## config.mk

```make
export PLATFORM = sky130hd
export DESIGN_NAME = bcd_stopwatch
export DESIGN_NICKNAME = d
export VERILOG_FILES = /design/src/rtl/bcd_stopwatch.sv
export SDC_FILE = /design/constraint.sdc
export NUM_CORES = 1
export LEC_CHECK = 0
export ABC_AREA = 0
export CAP_MARGIN = 20
export CORE_ASPECT_RATIO = 0.9
export CORE_MARGIN = 2
export CORE_UTILIZATION = 50
export CTS_CLUSTER_SIZE = 10
export DETAILED_ROUTE_END_ITERATION = 10
export DONT_BUFFER_PORTS = 1
export PLACE_DENSITY = 0.67
export SLEW_MARGIN = 20
export SYNTH_ARGS = -nofsm -noshare
export SYNTH_HDL_FRONTEND = slang
export SYNTH_SLANG_ARGS = --single-unit
```

## constraint.sdc

```tcl
create_clock -name clk -period 3 [get_ports clk]
set_input_delay 0.15 -clock clk [delete_from_list [all_inputs] [get_ports clk]]
set_output_delay 0.15 -clock clk [all_outputs]
set_load 0.05 [all_outputs]
```

## src/rtl/bcd_stopwatch.sv

```systemverilog
// rtl/bcd_stopwatch.sv - multi-digit BCD stopwatch/timer with run/stop, preset load, lap hold and wrap/saturate
module bcd_stopwatch #(
    parameter int DIGITS = 4,
    parameter bit WRAP   = 1'b1
) (
    input  logic                clk,
    input  logic                rst_n,
    input  logic                tick,
    input  logic                start_stop,
    input  logic                clear,
    input  logic                load,
    input  logic [4*DIGITS-1:0] load_val,
    input  logic                dir,
    input  logic                lap,
    output logic [4*DIGITS-1:0] count,
    output logic [4*DIGITS-1:0] disp,
    output logic                running,
    output logic                lap_active,
    output logic                term,
    output logic                at_zero
);
    localparam int W = 4 * DIGITS;

    typedef enum logic {STOPPED = 1'b0, RUNNING = 1'b1} state_t;

    state_t         state_q;
    logic [W-1:0]   count_q, count_d;
    logic [W-1:0]   lap_q;
    logic           lap_active_q;
    logic           term_q, term_d;
    logic           sat_stop;

    logic [W-1:0]   count_inc, count_dec, load_clamped;
    logic           all_nines, all_zero, dec_zero;
    logic           carry, borrow;

    // Ripple BCD increment/decrement of the live count and per-digit clamp of the preset
    always_comb begin
        count_inc    = count_q;
        count_dec    = count_q;
        load_clamped = load_val;
        all_nines    = 1'b1;
        carry        = 1'b1;
        borrow       = 1'b1;
        for (int i = 0; i < DIGITS; i++) begin
            if (count_q[4*i +: 4] != 4'd9) all_nines = 1'b0;
            if (carry) begin
                if (count_q[4*i +: 4] >= 4'd9) begin
                    count_inc[4*i +: 4] = 4'd0;
                end else begin
                    count_inc[4*i +: 4] = count_q[4*i +: 4] + 4'd1;
                    carry = 1'b0;
                end
            end
            if (borrow) begin
                if (count_q[4*i +: 4] == 4'd0) begin
                    count_dec[4*i +: 4] = 4'd9;
                end else begin
                    count_dec[4*i +: 4] = count_q[4*i +: 4] - 4'd1;
                    borrow = 1'b0;
                end
            end
            if (load_val[4*i +: 4] > 4'd9) load_clamped[4*i +: 4] = 4'd9;
        end
    end

    assign all_zero = (count_q == '0);
    assign dec_zero = (count_dec == '0);

    // Next count and terminal pulse; priority clear > load > advance, advance qualified by pre-toggle state
    always_comb begin
        count_d  = count_q;
        term_d   = 1'b0;
        sat_stop = 1'b0;
        if (clear) begin
            count_d = '0;
        end else if (load) begin
            count_d = load_clamped;
        end else if (tick && state_q == RUNNING) begin
            if (!dir) begin
                if (all_nines) begin
                    term_d = 1'b1;
                    if (WRAP) count_d = '0;
                    else      sat_stop = 1'b1;
                end else begin
                    count_d = count_inc;
                end
            end else begin
                if (all_zero) begin
                    term_d = 1'b1;
                    if (WRAP) count_d = count_dec;
                    else      sat_stop = 1'b1;
                end else begin
                    count_d = count_dec;
                    if (!WRAP && dec_zero) begin
                        term_d   = 1'b1;
                        sat_stop = 1'b1;
                    end
                end
            end
        end
    end

    // Run/stop state machine; a held terminal value can still be re-entered with start_stop
    always_ff @(posedge clk or negedge rst_n) begin
        if (!rst_n) begin
            state_q <= STOPPED;
        end else if (clear) begin
            state_q <= STOPPED;
        end else begin
            case (state_q)
                STOPPED: if (start_stop)             state_q <= RUNNING;
                RUNNING: if (start_stop || sat_stop) state_q <= STOPPED;
                default:                             state_q <= STOPPED;
            endcase
        end
    end

    // Count and terminal pulse registers
    always_ff @(posedge clk or negedge rst_n) begin
        if (!rst_n) begin
            count_q <= '0;
            term_q  <= 1'b0;
        end else begin
            count_q <= count_d;
            term_q  <= term_d;
        end
    end

    // Lap hold: first pulse freezes the pre-update count, second pulse releases it
    always_ff @(posedge clk or negedge rst_n) begin
        if (!rst_n) begin
            lap_q        <= '0;
            lap_active_q <= 1'b0;
        end else if (clear) begin
            lap_q        <= '0;
            lap_active_q <= 1'b0;
        end else if (lap) begin
            if (lap_active_q) begin
                lap_active_q <= 1'b0;
            end else begin
                lap_q        <= count_q;
                lap_active_q <= 1'b1;
            end
        end
    end

    assign count      = count_q;
    assign disp       = lap_active_q ? lap_q : count_q;
    assign running    = (state_q == RUNNING);
    assign lap_active = lap_active_q;
    assign term       = term_q;
    assign at_zero    = all_zero;

endmodule

```

==> flow_metrics.py, run 1 <==
metrics = {
    "global_route": {
        "overflow": 0,
        "grt.total_usage": 0.2486,
        "antenna_found_initial": 0,
        "grt_pass1_wl_mm": 11.36,
        "grt_pass1_vias": 2331,
        "grt_max_degree": 36,
    },
    "cts": {
        "cts.reportedPaths.clkPinSlew_ns": 0.07,
        "cts_tree": "yes",
        "cts-resized-gates": 0,
        "htreeDepth": 2,
        "clock_sinks": 35,
        "numCtsBuffers": 5,
        "clockRootBuffer": "clkbuf_8",
        "clock_latency_ns": 0.29,
        "clock_path_buffers": 2,
    },
    "timing": {
        "drv_slew": 0,
        "rsz0062_at_grt": "no",
        "min_period_ns": 2.445,
        "setup_viol": 0,
        "max_slew_margin": 0.3173,
        "final.period_utilization": 0.8151,
        "max_freq_mhz": 408.9,
        "setup_tns_ns": 0,
        "hold_viol": 0,
        "fin_skew_ns": 0.005976,
        "setup_slack_ns": 0.5546,
        "max_slew.worst_pin.slew_ns": 1.017,
    },
    "synthesis": {
        "synth.distinct_cells": 60,
        "yosysSeqAreaShare": 0.3205,
        "synth_top_cell_area_share": 0.3205,
        "async_flop_share": 1.000,
        "ys.flop_type": "dfrtp_1",
        "ys_top_cells_by_count": "35 x dfrtp_1, 29 x o21ai_0, 26 x nand2_1, 26 x nor2_1, 22 x inv_1",
        "yosysWarningCount": 0,
        "postSynthAreaPerCell_um2": 8.703,
        "synth.area.top_cells": "dfrtp_1 32%, mux2i_1 7.3%, ha_1 6.4%",
        "synthCells": 314,
        "syn-num-nets": 352,
        "yosysTopAreaCell": "dfrtp_1",
        "synth_edf_count": 0,
        "yosysMostFrequentCell": "dfrtp_1",
        "ys_seq_elements": 35,
        "syn_area_um2": 2733,
    },
    "hold_path": {
        "holdPathEnd": "lap_active$_DFFE_PN0P_",
        "min_path_type": "in -> reg",
        "hold_path_depth": 2,
        "hold_start": "lap",
    },
    "run_status": {
        "status": "finished clean",
    },
    "worst_setup_path": {
        "start_kind": "flop",
        "r2r_cells": 7,
        "timing.rr.start": "count[0]$_DFFE_PN0P_",
        "end_kind": "primary output",
        "worstPathRequired_ns": 2.85,
        "worstSetupPathType": "reg -> out",
        "reg2reg_slack_ns": 0.57,
        "path_max_fanout": 10,
        "cp.arrival_ns": 2.30,
        "rr_endpoint": "count[13]$_DFFE_PN0P_",
    },
    "layout": {
        "area_growth_pct": 11.26,
        "nets": 366,
        "fin_cells": 396,
        "diodes": 0,
        "fill_cells": 482,
        "layout-drive-gt1-share": 0.1581,
    },
    "placement": {
        "gp_congestion": 0.9473,
        "io_buffers": 0,
        "place_ws_ns": 0.6015,
        "post-dp-hpwl_mm": 5.053,
        "dp.cells": 383,
    },
    "routing": {
        "routed_wl_mm": 7.108,
        "dr.pass1.iters": 4,
        "drc": 0,
        "dr.first_iter.drc_count": 184,
        "vias": 2422,
        "avgViaCountPerCell": 6.116,
        "antenna_left": 0,
        "wl_per_cell_um": 17.95,
    },
    "power_and_ir_drop": {
        "ir_drop_v": 0.0002576,
        "p_leak_nw": 1.385,
        "power_density_nw_per_um2": 496.8,
    },
    "floorplanning": {
        "ios": 60,
        "chipHeight_um": 74.14,
        "rows": 25,
        "core-area_um2": 5255,
        "start_util": 0.5200,
        "die-area_um2": 6074,
        "die_w_um": 81.93,
    },
    "job": {
        "maxCapViolations": 0,
    },
}
[repair_timing]
action                    CTS  global route
setup buffers               0             0
hold buffers                5             0
hold endpoints to repair   59             0
[per-stage QoR]
step	hold slack, ns	total power, W	utilization	cell area, um2
4_1_cts	0.0006073	0.001522	0.5786	3040
3_5_place_dp	-0.1448	0.001157	0.5510	2895
2_1_floorplan	-0.1456	0.001051	-	2738
3_3_place_gp	-0.1446	0.001151	0.5510	2895
5_1_grt	0.0001376	0.001598	0.5786	3040
6_report	0.006636	0.001510	0.5786	3040
[final cells by class]
type	count	area [um2]	area share
repair buffers	26	217.7	0.07160
clock inverters	2	12.51	0.004115
flip-flops and latches	35	875.8	0.2881
clock buffers	6	72.57	0.02387
multi-input cells	238	1695	0.5576
inverters	22	82.58	0.02716
well taps	67	83.83	0.02757
[flip-flops by register name (all words and copies together) (netlist names)]
name,flops
lap_active,1
count,16
lap_q,16
term,1
running,1
[cell families (layout without fill, tap and decap cells)]
group,after synthesis,count (layout),synth area share
buf+inv,41,56,0.06090
simple gates,97,97,0.1923
xor+xnor,4,4,0.01282
fa+ha+maj,14,14,0.06410
flops,35,35,0.3205
compound gates,96,96,0.2473
mux,27,27,0.1021
[per-layer routing]
layer / routed length (um) / track usage / up-vias
met2: 3233 / 0.3857 / 74
met4: 198 / 0.1259 / 0
li1: - / - / 1171
met1: 3175 / 0.3270 / 1161
met5: 0 / 0 / -
met3: 501 / 0.05583 / 16
[cell usage in the layout, fill, tap and decap left out, types with 8 or more instances in the layout]
master	instances
o21ai_0	16
inv_1	22
nand3_1	8
a21oi_1	17
mux2i_1	20
o21ai_1	13
buf_4	21
nand2b_1	8
nor2_1	26
dfrtp_1	35
nand2_1	26
ha_1	14
[power by group]
part	switching, W	total [W]	internal (W)
registers	0.0000678	0.000575	0.000508
clock network	0.000174	0.000336	0.000162
logic	0.000402	0.000598	0.000197
[worst max-delay path, stage by stage, from the launching register on]
cell and delay [ns]:
dfrtp_1 0.49, inv_1 0.13, ha_1 0.29, nor3b_1 0.32
nand4_1 0.27, nor3_2 0.26, buf_4 0.25
[worst max path at each step]
stage                               from                     to  cells past startpoint
floorplan           count[3]$_DFFE_PN0P_   lap_q[3]$_DFFE_PN0P_                      5
global placement    count[0]$_DFFE_PN0P_  count[14]$_DFFE_PN0P_                      7
finish              count[0]$_DFFE_PN0P_                at_zero                      6
CTS                 count[0]$_DFFE_PN0P_                at_zero                      6
global route        count[0]$_DFFE_PN0P_                at_zero                      6
detailed placement  count[0]$_DFFE_PN0P_  count[15]$_DFFE_PN0P_                      7
Note: power is estimated with default switching activity, not from simulation.
==> run 2: changes to the inputs <==
--- a/config.mk
+++ b/config.mk
@@ -13,7 +13,7 @@
 export CTS_CLUSTER_SIZE = 10
 export DETAILED_ROUTE_END_ITERATION = 10
 export DONT_BUFFER_PORTS = 1
-export PLACE_DENSITY = 0.67
+export PLACE_DENSITY = 0.7
 export SLEW_MARGIN = 20
 export SYNTH_ARGS = -nofsm -noshare
 export SYNTH_HDL_FRONTEND = slang
==> constraint.sdc (replaced) <==
create_clock -name clk -period 2 [get_ports clk]
set_input_delay 0.1 -clock clk [delete_from_list [all_inputs] [get_ports clk]]
set_output_delay 0.1 -clock clk [all_outputs]
set_load 0.05 [all_outputs]
==> run 2 against run 1 <==
Effect of this change:
- global-route usage increased by 4.3 points
- clock power increased by 75%
- critical path type is now reg -> reg
- combinational power increased by 120%
- critical endpoint is now count[12]$_DFFE_PN0P_
- die area did not move
- clock skew rose by 0.0020 ns
- worst hold slack worse by 0.0024 ns
- sequential cell count is the same
- largest power group unchanged
- highest routed layer unchanged
- the flow now finishes with violations (setup timing)
- wire length rose by 24%
- setup slack lost 0.67 ns
- sequential share of layout area decreased by 5.4 points
- via count up 16%
==> flow_metrics.py, run 2 (synthesis gave the netlist of run 1 again) <==
metrics = {
    "run_status": {
        "violations": "setup timing",
        "status": "finished with violations",
    },
    "power_and_ir_drop": {
        "power_density_nw_per_um2": 712.6,
        "ir_drop_v": 0.0004845,
        "p_leak_nw": 1.748,
    },
    "timing": {
        "setup_slack_ns": -0.1138,
        "holdWs_ns": 0.004265,
        "max_freq_mhz": 473.1,
        "max_slew_margin": 0.2427,
        "rsz0062_at_grt": "yes",
        "setup_viol": 9,
        "max_slew.worst_pin.slew_ns": 1.132,
        "hold_viol": 0,
        "setup_tns_ns": -0.7159,
        "final.period_utilization": 1.057,
        "fin_skew_ns": 0.007949,
        "drv_slew": 0,
        "min_period_ns": 2.114,
    },
    "layout": {
        "most-common-layout-cells": "68 x buf_4, 26 x nand2_1, 25 x nor2_1, 24 x dfrtp_1, 20 x mux2i_1",
        "layout-drive-gt1-share": 0.3664,
        "diodes": 0,
        "nets": 430,
        "final_area_um2": 3816,
        "final_common_cell": "buf_4",
        "area_growth_pct": 39.65,
    },
    "hold_path": {
        "hold_start": "lap",
        "min_path_type": "in -> reg",
        "holdPathEnd": "lap_q[6]$_DFFE_PN0P_",
        "hold_path_depth": 2,
    },
    "cts": {
        "clock_path_buffers": 2,
        "htreeDepth": 2,
        "clockRootBuffer": "clkbuf_8",
        "cts.reportedPaths.clkPinSlew_ns": 0.08,
        "clock_sinks": 35,
        "cts_tree": "yes",
        "numCtsBuffers": 5,
        "clock_latency_ns": 0.29,
    },
    "floorplanning": {
        "die-area_um2": 6074,
        "start_util": 0.5200,
        "rows": 25,
        "chipHeight_um": 74.14,
        "ios": 60,
        "core-area_um2": 5255,
        "die_w_um": 81.93,
    },
    "routing": {
        "dr.pass1.iters": 4,
        "drc": 0,
        "dr.first_iter.drc_count": 196,
        "avgViaCountPerCell": 6.115,
        "vias": 2813,
        "antenna_left": 0,
        "routed_wl_mm": 8.828,
        "wl_per_cell_um": 19.19,
    },
    "worst_setup_path": {
        "worstSetupPathType": "reg -> reg",
        "end_kind": "flop",
        "start_kind": "flop",
        "rr_endpoint": "count[12]$_DFFE_PN0P_",
        "cp.arrival_ns": 2.29,
        "path_max_fanout": 4,
        "r2r_cells": 8,
        "timing.rr.start": "count[9]$_DFFE_PN0P_",
        "reg2reg_slack_ns": -0.11,
        "worstPathRequired_ns": 2.18,
    },
    "placement": {
        "io_buffers": 0,
        "gp_congestion": 0.9012,
        "placed_area_um2": 3357,
        "post-dp-hpwl_mm": 5.636,
    },
    "global_route": {
        "overflow": 0,
        "grt.total_usage": 0.2912,
        "grt_max_degree": 36,
        "antenna_found_initial": 0,
        "grt_pass1_wl_mm": 13.39,
        "grt_pass1_vias": 2773,
    },
    "job": {
        "maxCapViolations": 0,
    },
}
==> run 2: worst max-delay path by stage <==
stage,to,depth (start not counted),slack (ns),start
floorplan,lap_q[13]$_DFFE_PN0P_,4,-0.35,lap_active$_DFFE_PN0P_
global placement,count[12]$_DFFE_PN0P_,7,-0.15,count[4]$_DFFE_PN0P_
detailed placement,count[12]$_DFFE_PN0P_,7,-0.22,count[4]$_DFFE_PN0P_
CTS,count[10]$_DFFE_PN0P_,8,-0.08,count[4]$_DFFE_PN0P_
global route,count[8]$_DFFE_PN0P_,8,-0.15,count[1]$_DFFE_PN0P_
finish,count[12]$_DFFE_PN0P_,8,-0.11,count[9]$_DFFE_PN0P_
==> run 2: worst max-delay path, cell delays in order (launching register included) <==
cell     delay [ns]
dfrtp_2        0.43
inv_4          0.07
buf_4          0.10
ha_1           0.16
or3b_4         0.42
nand2_1        0.11
o21ai_2        0.09
a31oi_4        0.28
mux2_4         0.33
==> run 2: layout make-up <==
class	instances	area [um2]
sequential	35	892.1
clock buffer	8	100.1
timing repair buffer	90	778.2
multi-input combinational	238	1867
tap	67	83.83
inverter	22	95.09
fill	396	1439
==> run 2: routing by layer <==
| metal | wire length [um] | part of all wire | global-route usage | up-vias |
|---|---|---|---|---|
| met5 | 0 | 0 | 0 | - |
| met2 | 4249 | 0.48 | 0.4932 | 130 |
| li1 | - | - | - | 1296 |
| met3 | 741 | 0.084 | 0.06068 | 24 |
| met4 | 241 | 0.027 | 0.1167 | 0 |
| met1 | 3596 | 0.41 | 0.3642 | 1363 |
==> run 2: what timing repair did <==
item	in CTS	in global routing
setup buffers	8	8
resized for setup	16	6
endpoints found under the setup margin	12	12
pin swaps	10	10
hold buffers	12	1
hold endpoints to repair	61	1
==> run 2: report_power, final <==
part           total, W  leakage [nW]  internal, W  switching (W)
sequential     0.000834         0.453     0.000769      0.0000655
clock          0.000587        0.0515     0.000315       0.000273
combinational   0.00130          1.24     0.000531       0.000766
==> run 2: stage by stage <==
stage	instances	util	worst slack [ns]	power (W)
2_1_floorplan	314	-	-0.3515	0.001641
6_report	460	0.7262	-0.1138	0.002719
3_3_place_gp	423	0.6388	-0.1501	0.001940
3_5_place_dp	423	0.6388	-0.2234	0.001961
4_1_cts	451	0.7079	-0.07565	0.002665
5_1_grt	460	0.7262	-0.1524	0.002830
==> run 3: changes to the inputs <==
--- a/config.mk
+++ b/config.mk
@@ -14,6 +14,7 @@
 export DETAILED_ROUTE_END_ITERATION = 10
 export DONT_BUFFER_PORTS = 1
 export PLACE_DENSITY = 0.7
+export SKIP_LAST_GASP = 1
 export SLEW_MARGIN = 20
 export SYNTH_ARGS = -nofsm -noshare
 export SYNTH_HDL_FRONTEND = slang
==> run 3 against run 2 <==
Effect of this change:
- the run still ends with setup timing left
- fmax is 0.23% higher
- worst hold slack hardly changed
- design area is 0.26% lower
- combinational power hardly changed
- non-clock buffer count stayed put
- critical endpoint unchanged
- largest cell class unchanged
==> flow_metrics.py, run 3 (synthesis gave the netlist of run 1 again) <==
metrics = {
    "run_status": {
        "status": "finished with violations",
        "violations": "setup timing",
    },
    "routing": {
        "drc": 0,
        "routed_wl_mm": 8.851,
        "avgViaCountPerCell": 6.093,
        "dr.pass1.iters": 4,
        "dr.first_iter.drc_count": 200,
        "wl_per_cell_um": 19.24,
        "vias": 2803,
        "antenna_left": 0,
    },
    "power_and_ir_drop": {
        "p_leak_nw": 1.745,
        "p_total_w": 0.002712,
        "power_density_nw_per_um2": 712.6,
        "ir_drop_v": 0.0004805,
    },
    "worst_setup_path": {
        "worstPathRequired_ns": 2.18,
        "start_kind": "flop",
        "cp.arrival_ns": 2.29,
        "path_max_fanout": 4,
        "worstSetupPathType": "reg -> reg",
        "end_kind": "flop",
        "r2r_cells": 8,
    },
    "layout": {
        "final_area_um2": 3806,
        "nets": 430,
        "fill_cells": 398,
        "diodes": 0,
        "final_common_cell": "buf_4",
        "area_growth_pct": 39.29,
        "layout-drive-gt1-share": 0.3639,
        "most-common-layout-cells": "70 x buf_4, 26 x nand2_1, 26 x nor2_1, 24 x dfrtp_1, 20 x mux2i_1",
    },
    "timing": {
        "max_slew.worst_pin.slew_ns": 1.157,
        "max_freq_mhz": 474.2,
        "setup_viol": 9,
        "fin_skew_ns": 0.005973,
        "drv_slew": 0,
        "setup_slack_ns": -0.1090,
        "rsz0062_at_grt": "yes",
        "final.period_utilization": 1.054,
        "hold_viol": 0,
        "max_slew_margin": 0.2260,
        "min_period_ns": 2.109,
    },
    "global_route": {
        "grt_pass1_vias": 2773,
        "grt_max_degree": 36,
        "overflow": 0,
        "grt_pass1_wl_mm": 13.39,
        "grt.total_usage": 0.2912,
        "antenna_found_initial": 0,
    },
    "job": {
        "maxCapViolations": 0,
    },
    "placement": {
        "post-dp-hpwl_mm": 5.636,
        "placed_area_um2": 3357,
        "gp_congestion": 0.9012,
        "io_buffers": 0,
    },
    "floorplanning": {
        "die_w_um": 81.93,
        "die-area_um2": 6074,
        "start_util": 0.5200,
        "rows": 25,
        "chipHeight_um": 74.14,
        "ios": 60,
        "core-area_um2": 5255,
    },
    "cts": {
        "clock_path_buffers": 2,
        "clockRootBuffer": "clkbuf_8",
        "clock_sinks": 35,
        "htreeDepth": 2,
        "cts.reportedPaths.clkPinSlew_ns": 0.08,
        "clock_latency_ns": 0.29,
        "cts_tree": "yes",
        "numCtsBuffers": 5,
    },
    "hold_path": {
        "min_path_type": "in -> reg",
        "hold_path_depth": 2,
    },
}
[run 3: changes by cell type in the layout (fill, tap and decap cells not counted)]
cell	before	now
buf_6	6	4
buf_4	68	70
nor2_2	1	0
nor2_1	25	26
[run 3: what timing repair did]
action                     CTS  global route
setup buffers                8             8
setup endpoints to repair   12            12
gates resized for setup     16             3
hold buffers                12             1
pin swaps                   10             9
hold endpoints to repair    61             1
[run 3: routing by layer]
layer | vias to the layer above | wire (um) | global-route usage
met5 | - | 0 | 0
met4 | 0 | 250 | 0.1167
met3 | 26 | 718 | 0.06068
met2 | 120 | 4239 | 0.4932
met1 | 1363 | 3643 | 0.3642
li1 | 1294 | - | -
[run 3: final timing paths]
kind | startpoint | endpoint | slack (ns)
setup / recovery | count[9]$_DFFE_PN0P_ | count[12]$_DFFE_PN0P_ | -0.11
hold / removal | lap | lap_q[6]$_DFFE_PN0P_ | 0.004
setup reg to reg | count[9]$_DFFE_PN0P_ | count[12]$_DFFE_PN0P_ | -0.11
hold reg to reg | lap_q[8]$_DFFE_PN0P_ | lap_q[8]$_DFFE_PN0P_ | 0.53
max in group asynchronous | rst_n | count[0]$_DFFE_PN0P_ | 1.49
min in group asynchronous | rst_n | count[15]$_DFFE_PN0P_ | 0.30
[run 3: stage by stage]
| step | TNS, ns | hold WS [ns] | cells | setup WS, ns | utilization |
|---|---|---|---|---|---|
| floorplan | -3.140 | -0.1956 | 314 | -0.3515 | - |
| global placement | -0.8821 | -0.1945 | 423 | -0.1501 | 0.6388 |
| detailed placement | -1.424 | -0.1946 | 423 | -0.2234 | 0.6388 |
| CTS | -0.4623 | 0.0004756 | 451 | -0.07565 | 0.7079 |
| global route | -1.186 | 0.03492 | 460 | -0.1524 | 0.7243 |
| finish | -0.6704 | 0.004107 | 460 | -0.1090 | 0.7243 |
[run 3: report_power, final]
part	internal [W]	switching, W
registers	0.000769	0.0000652
logic	0.000528	0.000765
clock network	0.000315	0.000271
total	0.00161	0.00110
[run 3: area by class of cell]
cell class                      count  area, um2  area share
Multi-Input combinational cell    238       1864      0.4898
Tap cell                           67      83.83     0.02202
Clock buffer                        8      100.1     0.02630
Inverter                           22      95.09     0.02498
Timing Repair Buffer               90      770.7      0.2025
Sequential cell                    35      892.1      0.2344
[run 3: worst max-delay path, cell delays in order (launching register included)]
cell and delay [ns]:
dfrtp_2 0.43, inv_4 0.07, buf_4 0.10, ha_1 0.16, or3b_4 0.42, nand2_1 0.11
o21ai_2 0.09, a31oi_4 0.28, mux2_4 0.33
